`config.mk`:
```
export PLATFORM = sky130hd
export DESIGN_NAME = base_rrpmux_flat
export DESIGN_NICKNAME = d
export VERILOG_FILES = /design/src/rtl/base_rrpmux_if.sv /design/src/rtl/base_rrpmux.sv /design/src/flat_wrapper.sv
export SDC_FILE = /design/constraint.sdc
export NUM_CORES = 1
export LEC_CHECK = 0
export CORE_AREA = 3 3 40 42
export DETAILED_ROUTE_END_ITERATION = 7
export DIE_AREA = 0 0 43 45
export GPL_TIMING_DRIVEN = 0
export SLEW_MARGIN = 25
export SYNTH_ARGS = -nofsm -noshare
export SYNTH_HDL_FRONTEND = slang
export SYNTH_SLANG_ARGS = --single-unit
```
`constraint.sdc`:
```
create_clock -name clk -period 2 [get_ports clk]
set_input_delay 0.4 -clock clk [delete_from_list [all_inputs] [get_ports clk]]
set_output_delay 0.4 -clock clk [all_outputs]
set_load 0.05 [all_outputs]
```
`src/rtl/base_rrpmux_if.sv`:
```
// Valid/ready bundle for base_rrpmux: N input ways and one registered output.
// The master drives the inputs and o_r; the slave (the mux) drives i_r and the output stage.
interface base_rrpmux_if #(
   parameter int ways  = 2,
   parameter int width = 1
);
   logic [0:ways-1]       i_v;
   logic [0:ways*width-1] i_d;
   logic [0:ways-1]       i_last;
   logic [0:ways-1]       i_r;
   logic                  o_v;
   logic [0:width-1]      o_d;
   logic                  o_last;
   logic [0:ways-1]       o_sel;
   logic                  o_r;

   modport master (
      output i_v, i_d, i_last, o_r,
      input  i_r, o_v, o_d, o_last, o_sel
   );

   modport slave (
      input  i_v, i_d, i_last, o_r,
      output i_r, o_v, o_d, o_last, o_sel
   );
endinterface

```
`src/rtl/base_rrpmux.sv`:
```
// Round-robin N-way valid/ready mux with a registered output stage.
// Define BASE_RRPMUX_LOCK_EN to hold a multi-beat packet on one way until its last beat.
module base_rrpmux #(
   parameter int ways  = 2,
   parameter int width = 1
) (
   input  logic           clk,
   input  logic           reset_n,
   base_rrpmux_if.slave   bus
);
   localparam int PW = (ways > 1) ? $clog2(ways) : 1;

   logic [PW-1:0]    ptr, g, g_try;
   logic             found, free, xfer;
   logic [0:width-1] d_g;
   logic             last_g;
   logic [0:ways-1]  sel_g, ir;
   int               idx;

   logic             o_v_q, o_last_q;
   logic [0:width-1] o_d_q;
   logic [0:ways-1]  o_sel_q;

`ifdef BASE_RRPMUX_LOCK_EN
   typedef enum logic {UNLOCKED, LOCKED} lock_st_t;
   lock_st_t      lock_st;
   logic [PW-1:0] lock_way;
`endif

   assign free = ~o_v_q | bus.o_r;

   // Scan starts one past the last packet owner, so it gets lowest priority next.
   always_comb begin
      found = 1'b0;
      g     = '0;
      g_try = '0;
      idx   = 0;
      for (int i = 1; i <= ways; i++) begin
         idx = int'(ptr) + i;
         if (idx >= ways) idx = idx - ways;
         g_try = PW'(idx);
         if (!found && bus.i_v[g_try]) begin
            found = 1'b1;
            g     = g_try;
         end
      end
`ifdef BASE_RRPMUX_LOCK_EN
      // Locked way keeps the grant even while it has nothing valid.
      if (lock_st == LOCKED) begin
         found = 1'b1;
         g     = lock_way;
      end
`endif
   end

   always_comb begin
      d_g    = '0;
      last_g = 1'b0;
      sel_g  = '0;
      ir     = '0;
      for (int k = 0; k < ways; k++) begin
         if (g == PW'(k)) begin
            d_g      = bus.i_d[k*width +: width];
            last_g   = bus.i_last[k];
            sel_g[k] = 1'b1;
            ir[k]    = found & free & reset_n;
         end
      end
   end

   assign xfer = found & bus.i_v[g] & free;

   always_ff @(posedge clk) begin
      if (!reset_n) begin
         o_v_q    <= 1'b0;
         o_d_q    <= '0;
         o_last_q <= 1'b0;
         o_sel_q  <= '0;
         ptr      <= PW'(ways - 1);
`ifdef BASE_RRPMUX_LOCK_EN
         lock_st  <= UNLOCKED;
         lock_way <= '0;
`endif
      end else if (xfer) begin
         o_v_q    <= 1'b1;
         o_d_q    <= d_g;
         o_last_q <= last_g;
         o_sel_q  <= sel_g;
`ifdef BASE_RRPMUX_LOCK_EN
         if (last_g) begin
            lock_st <= UNLOCKED;
            ptr     <= g;
         end else begin
            lock_st  <= LOCKED;
            lock_way <= g;
         end
`else
         ptr      <= g;
`endif
      end else if (o_v_q && bus.o_r) begin
         o_v_q <= 1'b0;
      end
   end

   assign bus.i_r    = ir;
   assign bus.o_v    = o_v_q;
   assign bus.o_d    = o_d_q;
   assign bus.o_last = o_last_q;
   assign bus.o_sel  = o_sel_q;
endmodule

```
`src/flat_wrapper.sv`:
```
// flat-port wrapper written by rule: the top's interface ports become plain ports
module base_rrpmux_flat 
#(
   parameter int ways  = 2,
   parameter int width = 1
)
  (clk, reset_n, bus_i_v, bus_i_d, bus_i_last, bus_o_r, bus_i_r, bus_o_v, bus_o_d, bus_o_last, bus_o_sel);
  base_rrpmux_if #(.ways(ways), .width(width)) bus_i ();
  input  logic clk;
  input  logic reset_n;
  input wire logic [$bits(bus_i.i_v)-1:0] bus_i_v;
  input wire logic [$bits(bus_i.i_d)-1:0] bus_i_d;
  input wire logic [$bits(bus_i.i_last)-1:0] bus_i_last;
  input wire logic [$bits(bus_i.o_r)-1:0] bus_o_r;
  output wire logic [$bits(bus_i.i_r)-1:0] bus_i_r;
  output wire logic [$bits(bus_i.o_v)-1:0] bus_o_v;
  output wire logic [$bits(bus_i.o_d)-1:0] bus_o_d;
  output wire logic [$bits(bus_i.o_last)-1:0] bus_o_last;
  output wire logic [$bits(bus_i.o_sel)-1:0] bus_o_sel;
  assign bus_i.i_v = bus_i_v;
  assign bus_i.i_d = bus_i_d;
  assign bus_i.i_last = bus_i_last;
  assign bus_i.o_r = bus_o_r;
  assign bus_i_r = bus_i.i_r;
  assign bus_o_v = bus_i.o_v;
  assign bus_o_d = bus_i.o_d;
  assign bus_o_last = bus_i.o_last;
  assign bus_o_sel = bus_i.o_sel;
  base_rrpmux #(.ways(ways), .width(width)) u_core (.clk(clk), .reset_n(reset_n), .bus(bus_i));
endmodule
```
* Word level (Yosys, flattened, before mapping) *
Index checks and enable logic that the tools add are counted.
W data, S select, Z words.

operators by class
  multiplexer cells = 23
  reduce and logical (&&, ||, !) cells = 4
  bitwise operators = 9
  $lt $le $gt $ge = 5
  add/subtract/negate cells = 4

operator list
  operator               count
  $mux W1                23
  $ge A2 B2 Y1 const B   4
  $not A1 Y2             3
  $and A1 B1 Y1          4
  $add A1 B2 Y3 const B  1
  $ge A3 B2 Y1 const B   1
  $add A1 B1 Y2 const B  1
  $logic_and A1 B1 Y1    2
  $reduce_bool A2 Y1     1
  $sub A1 B1 Y1 const B  2
  $logic_not A1 Y1       1
  $not A1 Y1             1
  $or A1 B1 Y1           1

word-level totals
  logic and storage cells = 50
  bits of input ports = 9
  flip-flop bits (word level) = 6
  output and inout bits = 7

* Longest topological paths before layout *
  depth in word-level cells = 18
  depth in mapped cells = 4
  gate-level depth less buffers = 3

* Worst setup path after synthesis *
OpenSTA, ideal clock, no wires.

  path kind = register to output
  start = register u_core.o_v_q (netlist: u_core.bus.o_v)
  end = output port bus_i_r[1]
  path slack = 397 ps
  stages on the path, launching flop included = 5
  path buffers = 1
  arrival = 1203 ps
  required time = 1600 ps
  path through = dfxtp_1 nand2b_4 buf_6 nand4_2 inv_1

between the ends
  word-level cells in the longest chain between the ends = 5

RTL lines
  element                      RTL line            source
  from (decl)                  base_rrpmux.sv:20   logic o_v_q, o_last_q;
  from (signal assigned)       base_rrpmux.sv:75   o_v_q <= 1'b0;
  from (signal assigned)       base_rrpmux.sv:85   o_v_q <= 1'b1;
  from (signal assigned)       base_rrpmux.sv:101  o_v_q <= 1'b0;
  $not A1 Y1                   base_rrpmux.sv:30   assign free = ~o_v_q | bus.o_r;
  $or A1 B1 Y1                 base_rrpmux.sv:30
  $and A1 B1 Y1 (2 in series)  base_rrpmux.sv:66   ir[k] = found & free & reset_n;
  $mux W1                      base_rrpmux.sv:62   if (g == PW'(k)) begin
  to (decl)                    flat_wrapper.sv:15  output wire logic [$bits(bus_i.i_r)-1:0] bus_i_r;

No other way between the ends.

* Final worst setup path *
  start = input port bus_o_r
  end = output port bus_i_r[0]

between the ends
  word-level cells in the longest chain between the ends = 4

RTL lines
  element                      RTL line            source
  from (decl)                  flat_wrapper.sv:14  input wire logic [$bits(bus_i.o_r)-1:0] bus_o_r;
  $or A1 B1 Y1                 base_rrpmux.sv:30
  $and A1 B1 Y1 (2 in series)  base_rrpmux.sv:66
  $mux W1                      base_rrpmux.sv:62

No other way between the ends.

==> reports/metrics.yaml <==
fillers: 136
grt_pass1_wl_microns: 1100
final_cell_area_sq_um: 493
crit_type: "input port to output pin"
multiInputGateArea_sq_um: 153
track_usage_pct: 7.85
fin_tns_setup_ns: 0
drcViolationCount: 0
cts_max_level: 1
gr-usage-met2_pct: 10.2
use_met3_pct: 6.77
busiest_layer: "met2"
ff_latch_area_sq_um: 120
gp_congestion: 0.758
final_antenna_net_count: 0
irDropWorstVdd_uv: 353
power_density_nw_per_um2: 715
synth_nets: 44
floorplan.die_area_sq_um: 1940
wire_per_inst_microns: 10.1
clockBufferDepth: 2
startpoint_type: "input port"
cts-hold-fix-buffers: 0
clock_sinks: 6
power_w: 0.000353
status: "finished clean"
cts-buffers-inserted: 3
nNetsFinal: 64
vias: 308
hold_path_class: "flop to flop"
port_buffers: 15
fin_skew_ns: 0.00389
path_clk_slew_ns: 0.05
synth_area_sq_um: 307
placed_cells: 65
initial_core_util_pct: 23.9
core-area_sq_um: 1280
grt_pass1_vias: 290
cts_tree: "yes"
firstDrtPassIters: 2
relSlewSlack_pct: 67.2
placed_cell_area_sq_um: 475
worst-endpoint-required_ns: 1.60
dieWidth_microns: 43
cts_root_buf: "clkbuf_4"
avgSynthCellArea_sq_um: 8.76
drive_gt1_share_pct: 18.9
clk_latency_ns: 0.24
ys_warn_count: 0
ys_seq_area_share_pct: 39.2
fin_cells: 68
yosysTopAreaCellShare_pct: 39.2
totalWireLength_microns: 684
ys_ff_latch: 6
cp.arrival_ns: 1.52
worstSetupEndpointType: "output pin"
slew_violations: 0
drv_cap: 0
rows: 13
grt_overflow: 0
setup_viol: 0
met1_usage_pct: 9.73
path_max_fanout: 8
worst_pin_slew_ns: 0.491
max_clock_freq_mhz: 520
period_share_pct: 96.2
min_period_ns: 1.92
power_leakage_nw: 0.219
layout-area-overhead-vs-synth_pct: 60.8
synth.distinct_cells: 18
dp_hpwl_microns: 545
synth_top_cell_by_area: "dfxtp_1"
grt_max_degree: 9
postCtsSetupRepairBufs: 0
postSynthCellCount: 35
antenna_found_initial: 0
post_cts_resized: 10
yosys-top-cells-area: "dfxtp_1 39%, inv_1 7.3%, nand4_1 6.1%, a21oi_1 4.9%, o211ai_1 4.9%"
ios: 16
die_h_microns: 45
drt_iter0_drc: 5
rsz0062_at_grt: "no"
hold_viol: 0
avgViaCountPerCell: 4.53
antenna_cells: 0
## logic make-up (layout without fill, tap and decap cells)
| family | Yosys count | in the layout | share of synthesized area, % |
|---|---|---|---|
| DFF | 6 | 6 | 39.2 |
| buffers and inverters | 7 | 25 | 11.0 |
| AOI/OAI and AO/OA | 10 | 10 | 21.6 |
| and+or+nand+nor | 12 | 12 | 28.2 |
## cells in the final DEF (no fill, tap or decap)
master	synthesis	layout
clkdlybuf4s50_1	0	13
inv_1	6	6
dfxtp_1	6	6
nand4_1	3	3
a21oi_1	3	3
clkbuf_4	0	3
nand2_1	2	2
o21ai_0	2	2
o211ai_1	2	2
buf_4	0	2
nand2b_4	1	1
buf_6	1	1
nand2b_1	1	1
nand4_2	1	1
and2b_1	1	1
nor2_1	1	1
a31oi_1	1	1
nand3_1	1	1
o221ai_2	1	1
and3_4	1	1
o21ai_1	1	1
## state kept, by name (all words and copies together), names as in the netlist
name,flops
u_core.bus.o_last,1
u_core.bus.o_v,1
u_core.bus.o_d,1
u_core.ptr,1
u_core.bus.o_sel,2
## path summary, 6_finish.rpt
check / cells past startpoint / start / to / slack (ns)
max: 6 / bus_o_r / bus_i_r[0] / 0.08
min: 2 / u_core.bus.o_sel[1] / u_core.bus.o_sel[1] / 0.49
max reg2reg: 3 / u_core.bus.o_v / u_core.bus.o_d / 1.01
min reg2reg: 2 / u_core.bus.o_sel[1] / u_core.bus.o_sel[1] / 0.49
## metal layers
metal	wire length, microns	vias up	share of wire, %
met5	0	-	0
met4	0	0	0
met3	87	0	13
met2	277	15	40
met1	319	131	47
li1	-	162	-
## area by class of cell
| type | count | share of cell area (%) |
|---|---|---|
| inverter | 6 | 4.57 |
| multi-input combinational | 22 | 31.0 |
| buffer | 1 | 2.28 |
| tap | 15 | 3.81 |
| timing repair buffer | 15 | 29.4 |
| sequential | 6 | 24.4 |
| clock buffer | 3 | 4.57 |
## power by group
group          internal [W]  leakage, nW  switching, W  total, W
sequential         0.000130       0.0498    0.00000627  0.000136
clock             0.0000678       0.0138     0.0000431  0.000111
combinational     0.0000449        0.155     0.0000608  0.000106
## Yosys cell counts (all sizes together)
| master | n |
|---|---|
| nor2 | 1 |
| o21ai | 3 |
| dfxtp | 6 |
| nand4 | 4 |
| nand2 | 2 |
| nand2b | 2 |
| and2b | 1 |
| o221ai | 1 |
| buf | 1 |
| inv | 6 |
| o211ai | 2 |
| nand3 | 1 |
| and3 | 1 |
| a21oi | 3 |
| a31oi | 1 |
## metrics by stage
stage | setup slack [ns] | utilization [%] | hold slack [ns]
global placement | -0.537 | 37.0 | 0.482
floorplan | 0.397 | - | 0.480
global route | 0.0114 | 38.4 | 0.526
finish | 0.0753 | 38.4 | 0.489
detailed placement | -0.536 | 37.0 | 0.470
CTS | 0.00183 | 38.0 | 0.489
## critical path, stage by stage
cell	delay, ns
clkdlybuf4s50_1	0.47
nand2b_4	0.12
buf_6	0.12
nand4_1	0.14
inv_1	0.08
buf_4	0.19
Note: power is estimated with default switching activity, not from simulation.
